`config.mk`:
```
export PLATFORM = sky130hd
export DESIGN_NAME = sc_step_ctl
export DESIGN_NICKNAME = d
export VERILOG_FILES = /design/src/rtl/sc_pkg.sv /design/src/rtl/sc_term_det.sv /design/src/rtl/sc_step_ctl.sv
export SDC_FILE = /design/constraint.sdc
export NUM_CORES = 1
export LEC_CHECK = 0
export ABC_AREA = 1
export CAP_MARGIN = 0
export CORE_ASPECT_RATIO = 1.2
export CORE_UTILIZATION = 41
export DETAILED_ROUTE_END_ITERATION = 16
export PLACE_DENSITY_LB_ADDON = 0.15
export SLEW_MARGIN = 20
export SYNTH_ARGS = -nofsm -noshare
export SYNTH_HDL_FRONTEND = slang
export SYNTH_SLANG_ARGS = --single-unit
```
`constraint.sdc`:
```
create_clock -name carryClk -period 1.5 [get_ports carryClk]
set_clock_uncertainty 0.1 [all_clocks]
set_input_delay 0.375 -clock carryClk [delete_from_list [all_inputs] [get_ports carryClk]]
set_output_delay 0.375 -clock carryClk [all_outputs]
set_load 0.01 [all_outputs]
```
`src/rtl/sc_pkg.sv`:
```
// sc_pkg: shared types and helpers for the shift-count (SC) step controller.
//   sc_sel_t   - SEL encoding driven to every SC counter digit
//   sc_state_t - sequencer states
//   DIGIT_W    - width of one counter digit
//   count_sel  - SEL value used for counting in a given direction
package sc_pkg;

  localparam int DIGIT_W = 4;

  typedef enum logic [1:0] {
    SEL_LOAD = 2'b00,
    SEL_DEC  = 2'b01,
    SEL_INC  = 2'b10,
    SEL_HOLD = 2'b11
  } sc_sel_t;

  typedef enum logic [2:0] {
    IDLE,
    LOAD,
    SETTLE,
    CIN_HI,
    CIN_LO,
    FINISH
  } sc_state_t;

  function automatic sc_sel_t count_sel(input logic dir);
    return dir ? SEL_INC : SEL_DEC;
  endfunction

endpackage

```
`src/rtl/sc_term_det.sv`:
```
// sc_term_det: terminal-count detector for the SC counter chain.
// Ports:
//   dir  in  1  0 = counting down (terminal is all-zeros), 1 = counting up (all-ones)
//   q    in  W  counter chain value
//   term out 1  chain is at terminal for the given direction
module sc_term_det #(
  parameter int W = 12
) (
  input  logic         dir,
  input  logic [W-1:0] q,
  output logic         term
);

  assign term = dir ? (q == {W{1'b1}}) : (q == {W{1'b0}});

endmodule

```
`src/rtl/sc_step_ctl.sv`:
```
// sc_step_ctl: sequencer for the cascaded 4-bit up/down SC counter chain.
// Loads a start value, then pulses the chain's count clock once per step
// until the chain reaches terminal, strobing step per count and done at the end.
//
// Build option: define SC_STEP_LIMIT_EN to add max_steps/limit (step ceiling).
//
// Ports:
//   carryClk  in  1  system clock
//   reset     in  1  synchronous, active-high reset
//   start     in  1  begin a sequence (honoured only in IDLE)
//   dir       in  1  0 = count down, 1 = count up (captured with start)
//   load_val  in  W  initial count (captured with start)
//   abort     in  1  terminate the sequence immediately
//   sc_q      in  W  counter chain value, fed back
//   sc_sel    out 2  SEL to every digit
//   sc_d      out W  load data to the chain
//   sc_cin    out 1  count clock to the least significant digit
//   step      out 1  one-cycle strobe per count
//   busy      out 1  sequence in progress
//   done      out 1  one-cycle strobe on reaching terminal
//   steps     out W  steps issued in the current or last sequence
//   max_steps in  W  (SC_STEP_LIMIT_EN) step ceiling, 0 = none, captured with start
//   limit     out 1  (SC_STEP_LIMIT_EN) last sequence stopped on the ceiling
//
// state  | meaning
// IDLE   | chain held, waiting for start
// LOAD   | SEL=load, chain takes sc_d on this cycle's closing edge
// SETTLE | SEL switched to count direction with cin low; check terminal
// CIN_HI | count clock high, step strobe, steps incremented
// CIN_LO | count clock low, chain shows new value; check terminal / ceiling
// FINISH | chain held, done strobe
module sc_step_ctl
  import sc_pkg::*;
#(
  parameter  int N_DIGITS = 3,
  localparam int W        = DIGIT_W * N_DIGITS
) (
  input  logic         carryClk,
  input  logic         reset,
  input  logic         start,
  input  logic         dir,
  input  logic [W-1:0] load_val,
  input  logic         abort,
  input  logic [W-1:0] sc_q,
  output logic [1:0]   sc_sel,
  output logic [W-1:0] sc_d,
  output logic         sc_cin,
  output logic         step,
  output logic         busy,
  output logic         done,
`ifdef SC_STEP_LIMIT_EN
  input  logic [W-1:0] max_steps,
  output logic         limit,
`endif
  output logic [W-1:0] steps
);

  sc_state_t state;
  logic      dir_r;
  logic      term;

`ifdef SC_STEP_LIMIT_EN
  logic [W-1:0] max_r;
`endif

  sc_term_det #(.W(W)) u_term (
    .dir  (dir_r),
    .q    (sc_q),
    .term (term)
  );

  // Every output is a flop so sc_cin (a clock at the digits) and sc_sel
  // never glitch; sc_sel only moves in cycles where sc_cin is low.
  always_ff @(posedge carryClk) begin
    if (reset) begin
      state  <= IDLE;
      dir_r  <= 1'b0;
      sc_sel <= SEL_HOLD;
      sc_d   <= '0;
      sc_cin <= 1'b0;
      step   <= 1'b0;
      busy   <= 1'b0;
      done   <= 1'b0;
      steps  <= '0;
`ifdef SC_STEP_LIMIT_EN
      max_r  <= '0;
      limit  <= 1'b0;
`endif
    end else begin
      sc_cin <= 1'b0;
      step   <= 1'b0;
      done   <= 1'b0;

      if (abort && state != IDLE) begin
        state  <= IDLE;
        sc_sel <= SEL_HOLD;
        busy   <= 1'b0;
      end else begin
        case (state)
          IDLE: begin
            if (start && !abort) begin
              state  <= LOAD;
              dir_r  <= dir;
              sc_d   <= load_val;
              sc_sel <= SEL_LOAD;
              steps  <= '0;
              busy   <= 1'b1;
`ifdef SC_STEP_LIMIT_EN
              max_r  <= max_steps;
              limit  <= 1'b0;
`endif
            end
          end

          LOAD: begin
            state  <= SETTLE;
            sc_sel <= count_sel(dir_r);
          end

          SETTLE, CIN_LO: begin
            if (term) begin
              state  <= FINISH;
              sc_sel <= SEL_HOLD;
              done   <= 1'b1;
              busy   <= 1'b0;
`ifdef SC_STEP_LIMIT_EN
            end else if (state == CIN_LO && max_r != '0 && steps == max_r) begin
              state  <= FINISH;
              sc_sel <= SEL_HOLD;
              done   <= 1'b1;
              busy   <= 1'b0;
              limit  <= 1'b1;
`endif
            end else begin
              state  <= CIN_HI;
              sc_cin <= 1'b1;
              step   <= 1'b1;
              steps  <= steps + 1'b1;
            end
          end

          CIN_HI: state <= CIN_LO;

          FINISH: state <= IDLE;

          default: begin
            state  <= IDLE;
            sc_sel <= SEL_HOLD;
            busy   <= 1'b0;
          end
        endcase
      end
    end
  end

endmodule

```
==> reports/metrics.cfg <==
[floorplanning]
core_um2=4260
row_count=26
io_pins=59
dieArea_um2=4700
die_x_um=62.8
start_util=0.426
die_y_um=74.9

[synth]
synth.avg_cell_area_um2=7.04
synth_cell_types=35
synthAdderAreaFrac=0.00689
yosysSeqAreaShare=0.364
async_flop_share=0
synth_edf_count=0
ys_ff_latch=33
muxShareOfSynthArea=0
synthXorXnorAreaFrac=0.00482
synth_top_family_by_area=simple AND/OR/NAND/NOR gates
synth-main-ff-cell=dfxtp_1
synth_cells=258
syn_area_um2=1820
synth_compound_area_frac=0.0930
synth_simple_gate_area_frac=0.440
synth_warnings=0
syn-num-nets=288

[global_routing]
overflow=0
antenna_found_initial=0
track_usage=0.204
grt_max_degree=16
grt_pass1_wl_um=7510
grt_pass1_vias=1724

[setup_path]
start_kind=flip-flop
crit_required_ns=1.60
r2r-start=state[1]$_SDFFE_PP0N_
worstSetupPathType=flip-flop to flip-flop
crit_fanout=8
r2r_setup_slack_ns=0.05
cp_data_arrival_time_ns=1.56
r2r-end=steps[3]$_SDFFE_PP0P_
end_kind=flip-flop
ff2ff_path_depth=6

[power]
p_per_area_nw_per_um2=1010
total_power_uw=2920
netSwitchingFraction=0.332
p_switching_uw=971
intPower_uw=1950
power.share.clock=0.275
pwr-share-comb=0.366
p_leak_uw=0.00137
p_seq_frac=0.359
peakVddDrop_uv=551

[finish]
syn2layout_area_growth_pct=58.8
seq_area_um2=676
drive_above_1_share=0.292
nets=379
num_antenna_cells=0
stdcell_area_um2=2890
mostFrequentLayoutCells=nor2_1, dlygate4sd2_1, nand2_1
final_common_cell=nor2_1
multi_input_area_um2=1140
fillers=387

[routing]
drcViolationCount=0
wire_per_inst_um=11.5
ant_nets=0
dr_total_vias=1925
totalWireLength_um=4670
detail_route.iter0.violations=74
vias_per_cell=4.75
firstDrtPassIters=4

[clocking]
path_clk_slew_ns=0.07
ctsHtreeMaxLevel=2
clkLatencyLatePin_ns=0.29
cts_tree=done
root_buffer=clkbuf_8
cts_buffers=5
cts_num_sinks=33
cts_buffer_depth=2

[timing]
fmax_mhz=687
period_minus_slack_ns=1.45
setup_viol_count_final=0
hold_viol=0
fin_crit_sh=0.970
final_max_slew_viol_count=0
relSlewSlack=0.833
rsz0062_at_grt=yes
worst_slew_pin_slew_ns=0.250

[hold_path]
min_path_cells=2
whs_endpoint=sc_sel[1]$_SDFFE_PP1P_
holdCritPathClass=flip-flop to flip-flop
hold_path.startpoint=sc_sel[1]$_SDFFE_PP1P_

[run]
cap_violations=0

[run_status]
status=complete, no violations

[placed_design]
place_congestion=0.803
place_hpwl_um=3350
place_area_um2=2620
port-buffer-count=58

[cell usage after synthesis (4+ instances only)]
cell type,instances,share of area
inv_1,22,0.045
nor2_2,4,0.014
a21oi_1,9,0.025
o21ai_0,10,0.028
nor3_1,4,0.011
nand3_2,9,0.050
nand3_1,12,0.033
nor2_1,67,0.14
nand2_1,43,0.089
nand2_4,4,0.025
dfxtp_1,33,0.36
o21ai_1,9,0.025
[through the flow]
stage | setup WS [ns] | instances | util | hold slack [ns] | setup TNS (ns)
finish | 0.0454 | 405 | 0.677 | 0.370 | 0
global route | -0.0425 | 405 | 0.677 | 0.395 | -0.106
CTS | 0.000988 | 400 | 0.640 | 0.378 | 0
detailed placement | -0.437 | 392 | 0.614 | 0.365 | -11.34
global placement | -0.404 | 392 | 0.614 | 0.360 | -11.19
floorplan | 0.0204 | 258 | - | 0.344 | 0
[state kept, by name, indices dropped and copies added (netlist names)]
register / cells
busy: 1
sc_d: 12
state: 3
sc_sel: 2
steps: 12
dir_r: 1
done: 1
step: 1
[metal layers]
layer,vias up,global-route usage,part of all wire
li1,1006,-,-
met1,866,0.229,0.43
met2,43,0.374,0.52
met3,10,0.0485,0.033
met4,0,0.0853,0.020
met5,-,0,0
[power groups by stage]
stage / Combinational, µW / Sequential (µW) / Clock (µW)
after floorplan: 505 / 1110 / 0
after global placement: 1010 / 1070 / 0
after detailed placement: 1020 / 1070 / 0
after CTS: 962 / 1050 / 817
after global routing: 1180 / 1070 / 862
final: 1070 / 1050 / 803
[repair_timing]
action                     4_1_cts  5_1_grt
gates cloned                     1        0
resized for setup               56       36
setup buffers                    0        5
pin swaps                       18        7
setup endpoints to repair       58       26
hold buffers                     0        0
[worst max-delay path: stages, from the launching register on]
cell     delay, ns
dfxtp_2       0.34
nand2_1       0.13
nand3_4       0.11
buf_4         0.18
nor3b_1       0.22
nand3_1       0.13
a21oi_1       0.15
[final cells by class]
class,count,area share
clock buffer,5,0.0239
clock inverter,2,0.0121
inverter,27,0.0395
multi-input combinational,192,0.396
sequential,33,0.234
tap,56,0.0243
timing repair buffer,90,0.270
[cells by family after synthesis]
kind of cell	count (synthesis)
DFF	33
adders and majority gates	1
xor gates and xnor gates	1
buffers and inverters	34
AOI/OAI and AO/OA	32
and+or+nand+nor	157
[how the worst max path moves through the flow]
| stage | endpoint | slack (ns) | start |
|---|---|---|---|
| after CTS | steps[1] | 0.001 | steps[1]$_SDFFE_PP0P_ |
| after detailed placement | steps[1]$_SDFFE_PP0P_ | -0.44 | sc_q[8] |
| after floorplan | steps[10]$_SDFFE_PP0P_ | 0.02 | steps[0]$_SDFFE_PP0P_ |
| after global placement | steps[4]$_SDFFE_PP0P_ | -0.40 | sc_q[8] |
| final | steps[3]$_SDFFE_PP0P_ | 0.05 | state[1]$_SDFFE_PP0N_ |
| after global routing | steps[10]$_SDFFE_PP0P_ | -0.04 | steps[0]$_SDFFE_PP0P_ |
(Power assumes the default switching activity.)
